**src/rtl/lpc_reg_responder_if.sv**
```systemverilog
// lpc_reg_responder_if: decoded LPC cycle inputs, LAD response and board-side register signals
interface lpc_reg_responder_if;
  logic LpcFrame;
  logic Opcode;
  logic Wr;
  logic [7:0] AddrReg;
  logic [7:0] DataWr;
  logic [10:6] DecState;
  logic AccessHit;
  logic [7:0] Data80;
  logic [7:0] StatusIn;
  logic [3:0] LpcDout;
  logic LpcOe;
  logic [47:0] CtrlOut;
  logic RdBusy;
  modport master (
    output LpcFrame, Opcode, Wr, AddrReg, DataWr, DecState, AccessHit, Data80, StatusIn,
    input LpcDout, LpcOe, CtrlOut, RdBusy
  );
  modport slave (
    input LpcFrame, Opcode, Wr, AddrReg, DataWr, DecState, AccessHit, Data80, StatusIn,
    output LpcDout, LpcOe, CtrlOut, RdBusy
  );
endinterface

```
**src/rtl/lpc_reg_responder.sv**
```systemverilog
// lpc_reg_responder: board register bank for the 32-port LPC I/O window and its read response FSM
module lpc_reg_responder #(
  parameter logic [7:0] BOARD_ID = 8'hA5,
  parameter logic [7:0] CPLD_REV = 8'h10,
  parameter logic [47:0] CTRL_RST = 48'h0
) (
  input logic LpcClock,
  input logic PciReset,
  lpc_reg_responder_if.slave bus
);
  typedef enum logic [2:0] {IDLE, SYNC, DLO, DHI, TAR} state_t;
  state_t state;
  logic [7:0] latch;
  logic [7:0] status;
  logic [5:0][7:0] ctrl;
  logic [3:0] dout;
  logic oe;
  logic [4:0] offset;
  logic [2:0] ctrlIdx;
  logic ctrlHit;
  logic [7:0] clr;
  logic [7:0] rdVal;
  logic launch;
  assign offset = bus.AddrReg[4:0];
  assign ctrlIdx = offset[2:0] - 3'd2;
  assign ctrlHit = offset >= 5'h02 && offset <= 5'h07;
  assign clr = (bus.Wr && offset == 5'h09) ? bus.DataWr : 8'h00;
  assign launch = bus.DecState[6] && bus.AccessHit && !bus.Opcode && bus.LpcFrame;
  assign rdVal = offset == 5'h00 ? BOARD_ID :
                 offset == 5'h01 ? CPLD_REV :
                 ctrlHit ? ctrl[ctrlIdx] :
                 offset == 5'h08 ? bus.Data80 :
                 offset == 5'h09 ? status : 8'hFF;
  always_ff @(posedge LpcClock or negedge PciReset)
    if (!PciReset) begin
      state <= IDLE;
      latch <= 8'h00;
      oe <= 1'b0;
      dout <= 4'h0;
      ctrl <= CTRL_RST;
      status <= 8'h00;
    end else begin
      status <= (status & ~clr) | bus.StatusIn;
      if (bus.Wr && ctrlHit) ctrl[ctrlIdx] <= bus.DataWr;
      if (state != IDLE && !bus.LpcFrame) begin
        state <= IDLE;
        oe <= 1'b0;
        dout <= 4'h0;
      end else
        case (state)
          IDLE: if (launch) begin
            state <= SYNC;
            latch <= rdVal;
            oe <= 1'b1;
            dout <= 4'h0;
          end
          SYNC: begin
            state <= DLO;
            dout <= latch[3:0];
          end
          DLO: begin
            state <= DHI;
            dout <= latch[7:4];
          end
          DHI: begin
            state <= TAR;
            dout <= 4'hF;
          end
          default: begin
            state <= IDLE;
            oe <= 1'b0;
            dout <= 4'h0;
          end
        endcase
    end
  assign bus.LpcDout = dout;
  assign bus.LpcOe = oe;
  assign bus.CtrlOut = ctrl;
  assign bus.RdBusy = state != IDLE;
endmodule

```
**src/flat_wrapper.sv**
```systemverilog
// flat-port wrapper written by rule: the top's interface ports become plain ports
module lpc_reg_responder_flat 
#(
  parameter logic [7:0] BOARD_ID = 8'hA5,
  parameter logic [7:0] CPLD_REV = 8'h10,
  parameter logic [47:0] CTRL_RST = 48'h0
)
  (LpcClock, PciReset, bus_LpcFrame, bus_Opcode, bus_Wr, bus_AddrReg, bus_DataWr, bus_DecState, bus_AccessHit, bus_Data80, bus_StatusIn, bus_LpcDout, bus_LpcOe, bus_CtrlOut, bus_RdBusy);
  lpc_reg_responder_if bus_i ();
  input logic LpcClock;
  input logic PciReset;
  input wire logic [$bits(bus_i.LpcFrame)-1:0] bus_LpcFrame;
  input wire logic [$bits(bus_i.Opcode)-1:0] bus_Opcode;
  input wire logic [$bits(bus_i.Wr)-1:0] bus_Wr;
  input wire logic [$bits(bus_i.AddrReg)-1:0] bus_AddrReg;
  input wire logic [$bits(bus_i.DataWr)-1:0] bus_DataWr;
  input wire logic [$bits(bus_i.DecState)-1:0] bus_DecState;
  input wire logic [$bits(bus_i.AccessHit)-1:0] bus_AccessHit;
  input wire logic [$bits(bus_i.Data80)-1:0] bus_Data80;
  input wire logic [$bits(bus_i.StatusIn)-1:0] bus_StatusIn;
  output wire logic [$bits(bus_i.LpcDout)-1:0] bus_LpcDout;
  output wire logic [$bits(bus_i.LpcOe)-1:0] bus_LpcOe;
  output wire logic [$bits(bus_i.CtrlOut)-1:0] bus_CtrlOut;
  output wire logic [$bits(bus_i.RdBusy)-1:0] bus_RdBusy;
  assign bus_i.LpcFrame = bus_LpcFrame;
  assign bus_i.Opcode = bus_Opcode;
  assign bus_i.Wr = bus_Wr;
  assign bus_i.AddrReg = bus_AddrReg;
  assign bus_i.DataWr = bus_DataWr;
  assign bus_i.DecState = bus_DecState;
  assign bus_i.AccessHit = bus_AccessHit;
  assign bus_i.Data80 = bus_Data80;
  assign bus_i.StatusIn = bus_StatusIn;
  assign bus_LpcDout = bus_i.LpcDout;
  assign bus_LpcOe = bus_i.LpcOe;
  assign bus_CtrlOut = bus_i.CtrlOut;
  assign bus_RdBusy = bus_i.RdBusy;
  lpc_reg_responder #(.BOARD_ID(BOARD_ID), .CPLD_REV(CPLD_REV), .CTRL_RST(CTRL_RST)) u_core (.LpcClock(LpcClock), .PciReset(PciReset), .bus(bus_i));
endmodule
```
**config.mk**
```make
export PLATFORM = sky130hd
export DESIGN_NAME = lpc_reg_responder_flat
export DESIGN_NICKNAME = d
export VERILOG_FILES = /design/src/rtl/lpc_reg_responder_if.sv /design/src/rtl/lpc_reg_responder.sv /design/src/flat_wrapper.sv
export SDC_FILE = /design/constraint.sdc
export NUM_CORES = 1
export LEC_CHECK = 0
export ABC_AREA = 0
export ABC_CLOCK_PERIOD_IN_PS = 4700
export CORE_ASPECT_RATIO = 0.5
export CORE_MARGIN = 5
export CORE_UTILIZATION = 54
export CTS_BUF_LIST = sky130_fd_sc_hd__clkbuf_8
export DETAILED_ROUTE_END_ITERATION = 16
export PLACE_DENSITY = 0.89
export SLEW_MARGIN = 20
export SYNTH_ARGS = -nofsm -noshare
export SYNTH_HDL_FRONTEND = slang
export SYNTH_SLANG_ARGS = --single-unit
export TNS_END_PERCENT = 50
```
**constraint.sdc**
```tcl
create_clock -name LpcClock -period 4.7 [get_ports LpcClock]
set_clock_uncertainty 0.2 [all_clocks]
set_input_delay 0.47 -clock LpcClock [delete_from_list [all_inputs] [get_ports LpcClock]]
set_output_delay 0.47 -clock LpcClock [all_outputs]
set_load 0.01 [all_outputs]
```
* Yosys cells after proc, flatten, opt, wreduce, memory -nomap -nowiden
Cells that the tools add are included.
Widths: inputs -> output; s select.
** Cells by class
- $add $sub $neg :: 1
- Magnitude comparators :: 4
- Equal/unequal tests :: 8
- Multiplexer cells :: 20
- Bitwise gates (word level) :: 4
- Reduce and logical (&&, ||, !) cells :: 16
** Operators by type and width (number)
- $mux 8 :: 8
- $bwmux 48 :: 1
- $bmux 8 s3 :: 1
- $demux 8 s3 :: 1
- $pmux 4 s4 :: 1
- $pmux 3 s4 :: 1
- $eq 5x4->1 const B :: 2
- $and 8x8->8 :: 1
- $logic_and 1x1->1 :: 8
- $mux 4 :: 2
- $not 8->8 :: 1
- $or 8x8->8 :: 1
- $eq 3x2->1 const B :: 2
- $mux 3 :: 2
- $eq 5x1->1 const B :: 1
- $ge 5x2->1 const B :: 1
- $le 5x3->1 const B :: 1
- $logic_not 5->1 :: 1
- $lt 3x4->1 const B :: 1
- $eq 3x1->1 const B :: 1
- $ge 3x1->1 const B :: 1
- $logic_not 3->1 :: 1
- $ne 3x1->1 const B :: 1
- $reduce_and 3->1 :: 1
- 9 further kinds :: 11
** Storage, ports and cells
- Bits in registers :: 72
- Input port bits :: 43
- Output and inout port bits :: 54
- Word-level logic and storage cells :: 64

* Longest topological paths before layout
- Depth in word-level cells :: 6
- Gate-level depth with buffers :: 7
- Depth with buffers taken out :: 6

* Worst setup path before layout
No wires, ideal clock.
- Path kind :: input port to flip-flop
- From :: input bus_AddrReg[1]
- To :: register u_core.latch[4]
- Library setup time :: 0.126 ns
- Data arrival time :: 1.803 ns
- Required time :: 4.374 ns
- Setup slack :: 2.571 ns
- Stages on the path :: 7
- Buffers on the path :: 1
- Cells stage by stage :: inv_1 ha_1 buf_1 mux4_2 nand2_1 o21ai_0 a221o_1
** Between the ends
- Longest elaborated chain between the ends :: 6
- Elaborated cells between the ends (all ways) :: 15
- Those cells by class :: add/sub (1); order compare (2); eq/ne (3); mux (7); reduce/logical (2)
** RTL lines
- start, declared :: RTL line flat_wrapper.sv:15 : input wire logic [$bits(bus_i.AddrReg)-1:0] bus_AddrReg;
- $sub 3x2->3 or $eq 5x4->1 (tied branches) :: RTL line lpc_reg_responder.sv:25, lpc_reg_responder.sv:33
- $bmux 8 s3 or $mux 8 (tied branches) :: RTL line lpc_reg_responder.sv:31, lpc_reg_responder.sv:33
- $mux 8 (on tied branches) :: RTL line lpc_reg_responder.sv:31, lpc_reg_responder.sv:32
- $mux 8 :: RTL line lpc_reg_responder.sv:31 : ctrlHit ? ctrl[ctrlIdx] :
- $mux 8 :: RTL line lpc_reg_responder.sv:30 : offset == 5'h01 ? CPLD_REV :
- $mux 8 (*) :: RTL line lpc_reg_responder.sv:29 : assign rdVal = offset == 5'h00 ? BOARD_ID :
- end signal, assigned :: RTL line lpc_reg_responder.sv:53 : latch <= rdVal;
- end, declared :: RTL line lpc_reg_responder.sv:13 : logic [7:0] latch;
Mark *: on every way between the ends. The rest lies on a longest branch, timed or not. The select of a mux whose other input is x is not followed.
A chain may end at the register's enable or synchronous reset.

* Worst setup path after layout
- From :: input bus_AddrReg[1]
- To :: register u_core.ctrl (netlist bit u_core.bus.CtrlOut[44])
** Between the ends
- Longest elaborated chain between the ends :: 6
- Elaborated cells between the ends (all ways) :: 11
- Those cells by class :: add/sub (1); order compare (4); mux (3); reduce/logical (3)
** RTL lines
- $sub 3x2->3 :: RTL line lpc_reg_responder.sv:25 : assign ctrlIdx = offset[2:0] - 3'd2;
- $lt 3x4->1 (not written as such) or $ge 3x1->1 (tied branches) :: RTL line lpc_reg_responder.sv:44 : if (bus.Wr && ctrlHit) ctrl[ctrlIdx] <= bus.DataWr;
- $logic_and 1x1->1 (not written as such) :: RTL line lpc_reg_responder.sv:44
- $mux 8 (not written as such) :: RTL line lpc_reg_responder.sv:44
- $demux 8 s3
- $bwmux 48 :: RTL line lpc_reg_responder.sv:44
- end signal, assigned by index :: RTL line lpc_reg_responder.sv:44
- end, declared :: RTL line lpc_reg_responder.sv:15 : logic [5:0][7:0] ctrl;
Parallel ways exist; a longest one is shown, timed or not.

==> impl_metrics.json <==
{
  "slew_headroom": 0.403,
  "dieWidth_um": 124,
  "area_growth_pct": 32.7,
  "syn-num-nets": 325,
  "htree_levels": 3,
  "switching_share": 0.276,
  "switchingPower_mw": 0.508,
  "clock_path_buffers": 2,
  "p_seq_frac": 0.437,
  "die_y_um": 67.1,
  "fin_cells": 459,
  "cp-end-kind": "flip-flop",
  "max_clock_freq_ghz": 0.320,
  "vias_per_cell": 5.70,
  "status": "complete, no violations",
  "yosys-top-cells-count": "dfrtp_1 (72), mux2_2 (51), nand2_1 (28), a21o_1 (12), a21oi_1 (12)",
  "synth.distinct_cells": 42,
  "hold_violations": 0,
  "setup_viol": 0,
  "coreArea_um2": 6210,
  "place.gp.congestion": 0.868,
  "routedWlPerCell_um": 19.9,
  "critical_path_class": "input port to flip-flop",
  "cts_buffers": 9,
  "avgSynthCellArea_um2": 12.7,
  "netlist_area_um2": 3520,
  "clock_power_share": 0.297,
  "synth_top_area_cell": "dfrtp_1",
  "internal_power_mw": 1.33,
  "tritoncts": "done",
  "postSynthCellCount": 278,
  "fillers": 413,
  "finalSetupTns_ns": 0,
  "post_cts_buffers": 0,
  "io_pins": 97,
  "rsz0062_at_grt": "no",
  "min_path_type": "input port to async pin",
  "synthFlopType": "dfrtp_1",
  "path_clk_slew_ns": 0.08,
  "initial_core_util": 0.568,
  "path_max_fanout": 15,
  "layout.nets": 414,
  "detail-route-antenna-nets": 0,
  "routed_wl_um": 9110,
  "route.detailed.drc": 0,
  "arrival_ns": 3.18,
  "gr-total-overflow": 0,
  "fp.dieArea_um2": 8340,
  "n_antenna_cell": 0,
  "dr.pass1.iters": 4,
  "synth-edff-count": 0,
  "grt_pass1_wl_um": 14700,
  "synth_top_area_share": 0.512,
  "place_inst": 444,
  "drv_slew": 0,
  "synth.most_common_cell": "dfrtp_1",
  "grtUsageTotal": 0.232,
  "root_buffer": "clkbuf_8",
  "synth_top_cells_by_area": "dfrtp_1 (51%), mux2_2 (16%), mux4_2 (5.1%), nand2_1 (3.0%), a21o_1 (2.6%)",
  "start_kind": "input port",
  "yosysWarnings": 0,
  "grt_pass1_vias": 2723,
  "async_flop_share": 1.00,
  "grt_max_degree": 73,
  "cts.sinks": 72,
  "drive_gt1_frac": 0.235,
  "worst_slew_pin_slew_ns": 0.895,
  "num_rows": 20,
  "maxCapViolCount": 0,
  "ys_seq_area_frac": 0.512,
  "cts.repair.resized": 0,
  "synth-seq-cells": 72,
  "crit_required_ns": 4.75,
  "min_period_ns": 3.13,
  "p_comb_frac": 0.266,
  "powerDensity_nw_per_um2": 394,
  "vias": 2615,
  "fin_crit_sh": 0.665,
  "io_buffers": 89,
  "dp_hpwl_um": 6680,
  "ctsHoldBuffers": 0,
  "leakage_nw": 1.99,
  "ir_worst_vdd_mv": 0.225,
  "clk_latency_ns": 0.36,
  "antenna_found_initial": 0,
  "drt-initial-drc-count": 143
}
[power groups by stage]
stage          registers [mW]  logic, mW  clock network [mW]
2_1_floorplan           0.838      0.180                   0
3_3_place_gp            0.808      0.474                   0
3_5_place_dp            0.815      0.491                   0
4_1_cts                 0.803      0.494               0.553
5_1_grt                 0.816      0.522               0.585
6_report                0.804      0.490               0.546
[logic make-up (layout without fill, tap and decap cells)]
family	Yosys count	in the layout	synth area share
compound gates	53	53	0.110
xor+xnor	1	1	0.00249
fa+ha+maj	4	4	0.0142
buf+inv	19	112	0.0288
flops	72	72	0.512
mux	68	68	0.240
simple gates	61	61	0.0927
[path summary, 6_finish.rpt]
kind	from	endpoint	slack, ns	cells after the start
setup / recovery	bus_AddrReg[1]	u_core.bus.CtrlOut[44]	1.57	6
setup reg to reg	u_core.state[1]	u_core.latch[0]	2.75	4
max in group asynchronous	PciReset	u_core.bus.LpcDout[3]	3.58	2
hold reg to reg	u_core.state[2]	u_core.bus.LpcOe	0.28	1
min in group LpcClock	u_core.state[2]	u_core.bus.LpcOe	0.28	1
hold / removal	PciReset	u_core.bus.CtrlOut[4]	0.14	2
[through the flow]
| stage | power, mW | setup slack [ns] | hold slack (ns) | instance area (um2) | utilization |
|---|---|---|---|---|---|
| 2_1_floorplan | 1.02 | 2.57 | -0.0256 | 3520 | - |
| 4_1_cts | 1.85 | 1.59 | 0.153 | 4670 | 0.753 |
| 5_1_grt | 1.92 | 1.46 | 0.212 | 4670 | 0.753 |
| 3_3_place_gp | 1.28 | 1.32 | 0.255 | 4450 | 0.718 |
| 3_5_place_dp | 1.31 | 1.20 | 0.265 | 4450 | 0.718 |
| 6_report | 1.84 | 1.57 | 0.140 | 4670 | 0.753 |
[worst max-delay path, stage by stage]
cell,delay [ns]
clkdlybuf4s50_1,0.95
inv_1,0.19
ha_1,0.32
a2111oi_4,0.42
and2_1,0.43
mux2_2,0.39
[area by class of cell]
| cell class | count | area (um2) | area share |
|---|---|---|---|
| Clock buffer | 10 | 138 | 0.0295 |
| Clock inverter | 5 | 81.3 | 0.0174 |
| Inverter | 6 | 22.5 | 0.00482 |
| Multi-Input combinational cell | 187 | 1620 | 0.346 |
| Sequential cell | 72 | 1800 | 0.386 |
| Tap cell | 88 | 110 | 0.0236 |
| Timing Repair Buffer | 91 | 901 | 0.193 |
[cell usage in the layout (no fill, tap or decap), types with 2 or more instances in the layout]
master,n
clkdlybuf4s50_1,88
nand2_1,28
dfrtp_1,72
buf_4,2
mux2i_1,8
mux2_2,51
nand2_2,2
o21ai_0,10
and3_1,3
nand2b_1,5
a311oi_1,4
mux4_2,8
ha_1,4
o211ai_1,3
a21o_1,12
a22o_1,3
bufinv_16,2
inv_1,6
a221oi_1,4
a21oi_1,12
nor2_1,8
nor2b_1,4
clkbuf_8,10
[sequential cells by signal (all words and copies together) (netlist names)]
register and cells:
u_core.latch 8, u_core.state 3, u_core.status 8, u_core.bus.LpcDout 4
u_core.bus.CtrlOut 48, u_core.bus.LpcOe 1
[per-layer routing]
metal | share of wire | track usage | up-vias
met3 | 0.063 | 0.0608 | 11
met2 | 0.51 | 0.417 | 72
li1 | - | - | 1196
met1 | 0.41 | 0.274 | 1336
met4 | 0.012 | 0.0861 | 0
met5 | 0 | 0 | -
(Power assumes the default switching activity.)
